### src/rtl/quadrature_decoder.sv
// Quadrature decoder: synchronises and debounces encoder channels A/B and
// emits a one-cycle count enable plus direction for an up/down counter.
module quadrature_decoder #(
    parameter int unsigned FILTER_LEN = 4
) (
    input  logic       clk,
    input  logic       rst,
    input  logic       in_a,
    input  logic       in_b,
    input  logic [1:0] mode,
    input  logic       err_clr,
    output logic       ena,
    output logic       updown,
    output logic       err,
    output logic       err_flag
);

    localparam int unsigned CNT_W = 8;
    localparam logic [CNT_W-1:0] CNT_LAST = CNT_W'(FILTER_LEN - 1);
    localparam logic [1:0] INIT_DONE = 2'd3;

    // Channel vectors are ordered {A, B}
    logic [1:0]            s1;
    logic [1:0]            s2;
    logic [1:0]            filt;
    logic [1:0][CNT_W-1:0] cnt;
    logic [1:0]            prev;
    logic [1:0]            t_old;
    logic [1:0]            t_new;
    logic [1:0]            init_cnt;
    logic                  init_busy_c;

    logic [1:0]            chg_c;
    logic                  illegal_c;
    logic                  legal_c;
    logic                  dir_up_c;
    logic                  count_c;

    // Gray position along the up sequence 00 -> 10 -> 11 -> 01
    function automatic logic [1:0] gray_pos(input logic [1:0] ab);
        logic [1:0] pos;
        case (ab)
            2'b00:   pos = 2'd0;
            2'b10:   pos = 2'd1;
            2'b11:   pos = 2'd2;
            default: pos = 2'd3;
        endcase
        return pos;
    endfunction

    assign init_busy_c = (init_cnt != INIT_DONE);

    // Three-clock init window after reset release
    always_ff @(posedge clk or negedge rst) begin
        if (!rst) begin
            init_cnt <= '0;
        end else if (init_busy_c) begin
            init_cnt <= init_cnt + 2'd1;
        end
    end

    // Two-flop synchronisers for both channels
    always_ff @(posedge clk or negedge rst) begin
        if (!rst) begin
            s1 <= '0;
            s2 <= '0;
        end else begin
            s1 <= {in_a, in_b};
            s2 <= s1;
        end
    end

    // Per-channel persistence filter; init loads the synchronised level directly
    always_ff @(posedge clk or negedge rst) begin
        if (!rst) begin
            filt <= '0;
            cnt  <= '0;
        end else if (init_busy_c) begin
            filt <= s2;
            cnt  <= '0;
        end else begin
            for (int i = 0; i < 2; i++) begin
                if (s2[i] == filt[i]) begin
                    cnt[i] <= '0;
                end else if (cnt[i] == CNT_LAST) begin
                    filt[i] <= s2[i];
                    cnt[i]  <= '0;
                end else begin
                    cnt[i] <= cnt[i] + CNT_W'(1);
                end
            end
        end
    end

    // Previous filtered position and the registered transition pair fed to decode
    always_ff @(posedge clk or negedge rst) begin
        if (!rst) begin
            prev  <= '0;
            t_old <= '0;
            t_new <= '0;
        end else if (init_busy_c) begin
            prev  <= s2;
            t_old <= s2;
            t_new <= s2;
        end else begin
            prev  <= filt;
            t_old <= prev;
            t_new <= filt;
        end
    end

    // Transition classification and mode-dependent count qualification
    always_comb begin
        chg_c     = t_old ^ t_new;
        illegal_c = (chg_c == 2'b11);
        legal_c   = (chg_c == 2'b01) || (chg_c == 2'b10);
        dir_up_c  = (gray_pos(t_new) == (gray_pos(t_old) + 2'd1));
        count_c   = 1'b0;
        case (mode)
            2'b00:   count_c = ((t_old == 2'b00) && (t_new == 2'b10)) ||
                               ((t_old == 2'b10) && (t_new == 2'b00));
            2'b01:   count_c = legal_c && (t_old[1] != t_new[1]);
            default: count_c = legal_c;
        endcase
    end

    // Registered outputs; an error set outranks a simultaneous clear
    always_ff @(posedge clk or negedge rst) begin
        if (!rst) begin
            ena      <= 1'b0;
            err      <= 1'b0;
            err_flag <= 1'b0;
            updown   <= 1'b1;
        end else if (init_busy_c) begin
            ena <= 1'b0;
            err <= 1'b0;
            if (err_clr) begin
                err_flag <= 1'b0;
            end
        end else begin
            ena <= count_c;
            err <= illegal_c;
            if (count_c) begin
                updown <= dir_up_c;
            end
            if (illegal_c) begin
                err_flag <= 1'b1;
            end else if (err_clr) begin
                err_flag <= 1'b0;
            end
        end
    end

endmodule

### config.mk
export PLATFORM = sky130hd
export DESIGN_NAME = quadrature_decoder
export DESIGN_NICKNAME = d
export VERILOG_FILES = /design/src/rtl/quadrature_decoder.sv
export SDC_FILE = /design/constraint.sdc
export NUM_CORES = 1
export LEC_CHECK = 0
export ABC_CLOCK_PERIOD_IN_PS = 2840
export CAP_MARGIN = 20
export CORE_MARGIN = 4
export CORE_UTILIZATION = 52
export DETAILED_ROUTE_END_ITERATION = 12
export PLACE_DENSITY = 0.69
export SLEW_MARGIN = 20
export SYNTH_ARGS = -nofsm -noshare
export SYNTH_HDL_FRONTEND = slang
export SYNTH_SLANG_ARGS = --single-unit
### constraint.sdc
create_clock -name clk -period 2.84 [get_ports clk]
set_input_delay 0.426 -clock clk [delete_from_list [all_inputs] [get_ports clk]]
set_output_delay 0.426 -clock clk [all_outputs]
set_load 0.01 [all_outputs]
* Word-level counts from Yosys, hierarchy flattened *
Cells that the tools add are included.

storage, ports and cells
  register bits = 32
  output and inout port bits = 4
  word-level logic and storage cells = 69

cells by class
  $add $sub $neg = 4
  equal/unequal tests = 17
  mux-type cells = 20
  bitwise operators = 2
  reduce and logical (&&, ||, !) cells = 13

operator list
  kind                                                             number
  8-bit two-way mux                                                4
  8-bit by 1-bit adder with 8-bit output, second input constant    2
  8-bit by 2-bit == test with 1-bit output, second input constant  2
  16-bit two-way mux                                               1
  2-bit == test, second input constant                             6
  2-bit one-hot mux with 3 select lines                            2
  1-bit two-way mux                                                9
  2-bit logical NOT                                                3
  2-bit two-way mux                                                3
  2-bit != test, second input constant                             3
  2-bit AND reduction                                              3
  2-bit by 1-bit adder with 2-bit output, second input constant    2
  2-bit by 1-bit == test with 1-bit output, second input constant  2
  2-bit nonzero test                                               2
  1-bit logical AND                                                3
  1-bit == test                                                    2
  2-bit == test                                                    1
  1-bit logical OR                                                 2
  1-bit one-hot mux with 2 select lines                            1
  2-bit XOR                                                        1
  1-bit != test                                                    1
  1-bit NOT                                                        1

* Depth between registers and ports, before layout *
Gate-level depths: netlist of the first run.

  depth after elaboration = 6
  mapped depth = 6
  gate-level depth less buffers = 6

* Worst setup path before layout of the first run *
OpenSTA, ideal clock, no wires.

  path type = register to register
  from = register cnt[12] in the netlist's numbering
  to = register filt[1]
  arrival time = 1.500 ns
  setup slack = 1.216 ns
  cell stages (with the launch flop) = 4
  path buffers = 0
  clock period less this slack = 1.624 ns
  cell sequence = dfrtp_1 -> or4_1 -> o41ai_2 -> mux2_2

on the way
  cells in the longest elaborated chain, start to end = 3

ends and longest elaborated chain
  what                                      line  source
  start, declared                           26    logic [1:0][CNT_W-1:0] cnt;
  start signal, assigned by index           89    cnt[i] <= cnt[i] + CNT_W'(1);
  8-bit by 2-bit == test with 1-bit output  85    end else if (cnt[i] == CNT_LAST) begin
  2-bit nonzero test (no source line)       n/a
  2-bit AND reduction (no source line)      n/a
  end signal, assigned by index             86    filt[i] <= s2[i];
  end, declared                             25    logic [1:0] filt;

Every way passes these cells.
A chain may end at the register's enable or synchronous reset.

* Worst setup path in the final report of the first run *
  from = register updown
  to = output updown

RTL lines
  what                    line  source
  start, declared         13    output logic updown,
  start signal, assigned  144   updown <= dir_up_c;

No word-level cell between the ends.

==> results of run 1 <==
cell usage after synthesis:
cell type  count  share of area (%)
nor2_1        19                4.7
nand2_1       12                3.0
nand2b_1       4                1.6
ha_1          12                9.9
buf_6          1               0.74
a211oi_1       1               0.49
dfstp_2        1                1.7
and4_1         1               0.58
nand3_1        9                3.0
xnor2_1        7                4.0
xor2_1        13                7.5
and3_1         3                1.2
or4_1          2               0.99
o41ai_2        2                2.1
inv_1         10                2.5
and2_1         1               0.41
and3_2         1               0.49
buf_4          1               0.49
a21o_1         1               0.49
mux2_2         4                3.0
dfrtp_1       31                 51
clkbuf_1       1               0.25
per-layer routing:
layer | share of wire, % | routed length (um) | global-route usage, %
met1 | 45 | 1020 | 16.1
met2 | 48 | 1080 | 22.0
met3 | 5.5 | 124 | 7.57
met4 | 1.9 | 43 | 5.69
met5 | 0 | 0 | 0
cells by family after synthesis:
family	synth area share (%)
mux	2.96
compound gates	3.12
buf+inv	3.94
simple gates	15.9
flops	52.7
xor+xnor	11.5
fa+ha+maj	9.86
layout make-up:
type / count / area share, %
clock buffers: 7 / 2.65
well taps: 31 / 2.29
flip-flops and latches: 32 / 47.3
clock inverters: 1 / 0.295
multi-input cells: 92 / 38.9
inverters: 10 / 2.21
repair buffers: 11 / 6.34
per-stage QoR:
step | setup WS (ps) | utilization (%)
4_1_cts | 1000 | 61.0
6_report | 1020 | 61.0
2_1_floorplan | 1220 | -
3_3_place_gp | 1090 | 59.2
5_1_grt | 949 | 61.0
3_5_place_dp | 1060 | 59.2
sequential cells by signal (all words and copies together), names as in the netlist, 2 cells and up:
signal,flops
cnt,16
filt,2
init_cnt,2
s1,2
s2,2
t_new,2
t_old,2
power by group:
| group | total, uW | internal, uW | switching, uW | leakage (uW) |
|---|---|---|---|---|
| registers | 665 | 568 | 97.5 | 0.000400 |
| logic | 554 | 282 | 272 | 0.000416 |
| clock network | 239 | 96.2 | 142 | 0.0000293 |
cell usage in the layout (no fill, tap or decap), types with 5 or more instances in the layout:
| cell type | Yosys | routed |
|---|---|---|
| xnor2_1 | 7 | 7 |
| clkdlybuf4s50_1 | 0 | 10 |
| dfrtp_1 | 31 | 31 |
| clkbuf_4 | 0 | 5 |
| inv_1 | 10 | 10 |
| nand3_1 | 9 | 9 |
| nor2_1 | 19 | 19 |
| xor2_1 | 13 | 13 |
| ha_1 | 12 | 12 |
| nand2_1 | 12 | 12 |
worst paths after layout:
path	end	slack, ps	depth (start not counted)
max in group asynchronous	updown$_DFFE_PN1P_	2060	2
min reg2reg	s2[0]$_DFF_PN0_	350	0
max	updown	1020	1
max reg2reg	cnt[14]$_DFF_PN0_	1060	4
min	s2[0]$_DFF_PN0_	350	0
min in group asynchronous	t_old[1]$_DFF_PN0_	470	2
==> summary.txt, run 1 <==
Clock tree
  • Post-CTS sizing: 0
  • CTS tree: done
  • TritonCTS buffer count: 5
  • Clock sinks: 32
  • Clock buffer depth: 2
  • CTS H-Tree Depth: 2
  • Cts hold-fix bufs: 0
  • Root Buffer: clkbuf_4
  • Post-CTS setup buffers: 0
  • Insertion delay to the later sink of the worst-skew pair: 330 ps
  • Worst-path clk slew: 90 ps

STA
  • RSZ-0062 raised after global routing: false
  • Slew margin rel.: between 60 and 70%
  • Max Clk Rate: 550 MHz
  • Final Cycle Share: 64.1%
  • Crit path time final: between 1500 and 2000 ps
  • Worst-margin pin slew: around 460 ps
  • Pins Over Slew Limit: 0
  • Minimum hold slack: 355 ps
  • Final setup vio count: 0
  • TNS Setup: 0 ps
  • Final Hold Fails: 0
  • Worst clock skew: 5.84 ps

Critical path
  • Crit Path Class: reg -> out
  • CP delay by family, top: flip-flops
  • Setup crit start: updown$_DFFE_PN1P_
  • Crit path max fanout: 2
  • CP bufs+invs: 1
  • Setup crit end kind: output pin
  • Crit path required time: 2410 ps
  • Crit path largest cell delay: ~540 ps
  • CP arrival: roughly 1400 ps
  • R2R Path Start: cnt[12]$_DFF_PN0_
  • CP Launch Type: flop
  • CP max stage cell: dfstp_2
  • Crit path cell chain: clkdlybuf4s50_1

Run
  • Max Cap Viol: 0

Hold path
  • Hold wc startpoint: s1[0]$_DFF_PN0_
  • Tightest Hold Check Type: reg -> reg

Place
  • Placed Area: roughly 1600 sq um
  • Port-buffer cells: 10
  • GPL Wtd Cong: between 0.7 and 0.8
  • Dpl cells: roughly 180
  • Post-DP HPWL: around 1.7 mm

Global routing
  • Largest net degree at the start of global routing: 33
  • Antenna violations before repair: 0
  • Total grt overflow: 0
  • First-pass GRT wire length: 4.22 mm
  • Vias in the first global route: slightly below 1000
  • Gr usage total: 14.1%

Power and ir drop
  • Leak: 0.000845 uW
  • Power Total: 1460 uW
  • Power per Cell Area: between 800 and 900 nW/um^2
  • Max VDD drop: 0.655 mV

Cells and area
  • Fillers: between 200 and 250
  • Design Area, Final: 1700 sq um
  • Layout area overhead: 11.4%
  • Share of layout cells above drive strength 1: 9.80%
  • Final std cells w/o fill: 184
  • Area of the multi-input gates: 661 sq um
  • Register area: 802 sq um
  • Ant diodes: 0
  • NumNets Final: 171

Floorplanning
  • Chip width: 62.1 um
  • Die area: 3860 sq um
  • Site row count: 19
  • Die Ht: about 62 um
  • Ports: 11
  • Initial core utilization: 54.7%
  • Core region area: roughly 2800 sq um

Routing
  • Post-route ant nets: 0
  • TritonRoute pass-1 iters: 4
  • DR vias/cell: 5.07
  • Total routed wirelength: ~2.3 mm
  • Vias post-DR: between 900 and 1000
  • Initial drt markers: 25
  • DR WL/cell: 12.3 um
  • Remaining DRCs: 0

Yosys
  • Post-synthesis sequential area ratio: 52.7%
  • Netlist cell types: 22
  • Synth Register Bits: 32
  • Synth Instances: 137
  • Syn Nets: 156
  • Mean post-synth cell area: 11.1 sq um
  • Post-Syn Area: 1520 sq um
  • YS warnings: 0

Status
  • Status: completed
No activity file was read; power rests on OpenSTA's default activity.
==> run 2, diff against run 1 <==
ABC_CLOCK_PERIOD_IN_PS = 1600   (was 2840)
CORE_UTILIZATION = 51   (was 52)
PLACE_DENSITY = 0.71   (was 0.69)
clock period = 1.6 ns   (was 2.84 ns; I/O delays follow)
==> run 2 against run 1 <==
Net effect:
- the flow now finishes with violations (negative setup slack)
- clock-buffer cell count unchanged
- sequential share of layout area is 5.6 points lower
- die area is 1.7% higher
- utilization is 7.6 points higher
- critical endpoint is now filt[0]$_DFFE_PN0P_
- largest cell class unchanged
- largest power group is now combinational cells
- highest routed layer unchanged
==> summary.txt, run 2 (synthesis gave the netlist of run 1 again) <==
Clock tree
  • TritonCTS buffer count: 5 (unchanged)
  • Root Buffer: clkbuf_4 (unchanged)
  • CTS H-Tree Depth: 2 (unchanged)
  • Insertion delay to the later sink of the worst-skew pair: 330 ps (about the same)
  • Clock sinks: 32 (unchanged)
  • Worst-path clk slew: 100 ps (was 90 ps)
  • Clock buffer depth: 2 (unchanged)
  • CTS tree: done (unchanged)

Cells and area
  • Ant diodes: 0 (unchanged)
  • Commonest cells after routing, fill and taps aside: dfrtp_1 (31), buf_4 (17), xor2_1 (13) (was dfrtp_1 (31), nor2_1 (19), xor2_1 (13))
  • Largest register by flop count: cnt (unchanged)
  • Max reg flops: 16 (unchanged)
  • Layout area overhead: 26.3% (was 11.4%)
  • Most common cell after layout, fill and taps aside: dfrtp_1 (unchanged)
  • NumNets Final: 188 (was 171)
  • Share of the core filled with cells: 68.6% (was 61.0%)
  • Final std cells w/o fill: 201 (was 184)
  • Share of layout cells above drive strength 1: 28.2% (was 9.80%)

Floorplanning
  • Chip width: 62.6 um (was 62.1 um)
  • Core region area: 2810 sq um (was 2780 sq um)
  • Ports: 11 (unchanged)
  • Site row count: 19 (unchanged)
  • Die area: 3920 sq um (was 3860 sq um)
  • Die Ht: 62.6 um (was 62.1 um)
  • Initial core utilization: 54.3% (was 54.7%)

STA
  • Worst-margin pin slew: 484 ps (was 458 ps)
  • Final Cycle Share: 105%
  • Crit path time final: 1680 ps
  • Final Hold Fails: 0 (unchanged)
  • Max Clk Rate: 595 MHz
  • Fin worst setup slack: -80.1 ps (was 1020 ps)
  • Worst clock skew: 9.10 ps (was 5.84 ps)
  • Final setup vio count: 18 (was 0)
  • Slew margin rel.: 67.6% (was 69.5%)
  • Pins Over Slew Limit: 0 (unchanged)
  • RSZ-0062 raised after global routing: true (was false)

Routing
  • Top sig layer: met4 (unchanged)
  • DR vias/cell: 4.89 (was 5.07)
  • Initial drt markers: 13 (was 25)
  • TritonRoute pass-1 iters: 4 (unchanged)
  • DR WL met2: 1.18 mm (was 1.08 mm)
  • Metal-1 WL: 1.12 mm (was 1.02 mm)
  • Remaining DRCs: 0 (unchanged)
  • Vias post-DR: 982 (was 933)
  • DR WL/cell: 12.3 um (about the same)
  • Total routed wirelength: 2.46 mm (was 2.27 mm)
  • Post-route ant nets: 0 (unchanged)
  • Met3 wire length: 105 um (was 124 um)

Critical path
  • Setup slack, reg-to-reg: -80 ps (was 1060 ps)
  • Crit path max fanout: 2 (unchanged)
  • CP arrival: 1890 ps (was 1390 ps)
  • Crit Path Class: reg -> reg (was reg -> out)
  • Setup crit end kind: flop (was output pin)
  • Crit path required time: 1810 ps (was 2410 ps)
  • CP Launch Type: flop (unchanged)

Global routing
  • Antenna violations before repair: 0 (unchanged)
  • Largest net degree at the start of global routing: 25 (was 33)
  • Total grt overflow: 0 (unchanged)
  • First-pass GRT wire length: 4.47 mm (was 4.22 mm)
  • Vias in the first global route: 1008 (was 961)
  • Gr usage total: 14.8% (was 14.1%)

Place
  • Dpl ws: -115 ps (was 1060 ps)
  • Post-DP HPWL: 1.79 mm (was 1.66 mm)
  • Dpl cells: 188 (was 176)
  • Port-buffer cells: 10 (unchanged)
  • GPL Wtd Cong: 0.817 (was 0.776)

Status
  • Failing checks: negative setup slack
  • Status: finished, violations left (was completed)

Power and ir drop
  • Power per Cell Area: 1520 nW/um^2 (was 859 nW/um^2)
  • Max VDD drop: 0.936 mV (was 0.655 mV)
  • Power Total: 2920 uW (was 1460 uW)
  • Leak: 0.000945 uW (was 0.000845 uW)

Run
  • Max Cap Viol: 0 (unchanged)

Hold path
  • Tightest Hold Check Type: in -> async (was reg -> reg)
[run 2: changes by cell type in the layout (fill, tap and decap cells not counted), moves of 2 or more]
cell / change
buf_4: +16
nor2_2: +9
nand2b_1: -2
nand2b_4: +2
mux2_4: +2
mux2_2: -2
nor2_1: -10
[run 2: stage by stage]
step | cell area, sq um | hold slack [ps] | TNS, ps
2_1_floorplan | 1520 | -55.6 | -36.8
5_1_grt | 1920 | 253 | -1470
3_5_place_dp | 1750 | 335 | -1580
4_1_cts | 1830 | 239 | -453
3_3_place_gp | 1750 | 333 | -1310
6_report | 1920 | 231 | -421
[run 2: timing repair]
action                     CTS  global route
setup endpoints to repair   19            19
hold buffers                 0             0
cloned                       0             0
pin swaps                    0            14
setup buffers                2             3
gates resized for setup      3            19
[run 2: layer usage]
layer | GRT usage [%] | vias up
met3 | 4.32 | 6
met5 | 0 | -
met4 | 7.44 | 0
met1 | 17.6 | 456
li1 | - | 506
met2 | 24.4 | 14
[run 2: worst max-delay path, cell delays in order (launching register included)]
cell	delay [ps]
dfrtp_1	400
or4_1	530
o41ai_2	270
mux2_2	370
[run 2: path summary, 6_finish.rpt]
kind	endpoint	cells after the start	startpoint
setup reg to reg	filt[0]$_DFFE_PN0P_	3	cnt[4]$_DFF_PN0_
min in group clk	s1[1]$_DFF_PN0_	1	in_a
setup / recovery	filt[0]$_DFFE_PN0P_	3	cnt[4]$_DFF_PN0_
max in group asynchronous	cnt[5]$_DFF_PN0_	2	rst
hold reg to reg	s2[0]$_DFF_PN0_	0	s1[0]$_DFF_PN0_
hold / removal	ena$_DFF_PN0_	1	rst
[run 2: area by class of cell]
class	instances	area, sq um
Clock buffer	7	55.1
Clock inverter	1	7.51
Fill cell	205	882
Inverter	10	37.5
Multi-Input combinational cell	92	736
Sequential cell	32	802
Tap cell	31	38.8
Timing Repair Buffer	28	246
[run 2: power by group]
part           internal, uW  leakage [uW]  total, uW  switching (uW)
logic                   678      0.000514       1290             613
clock network           215     0.0000315        467             253
registers              1010      0.000400       1160             152
total                  1900      0.000945       2920            1020
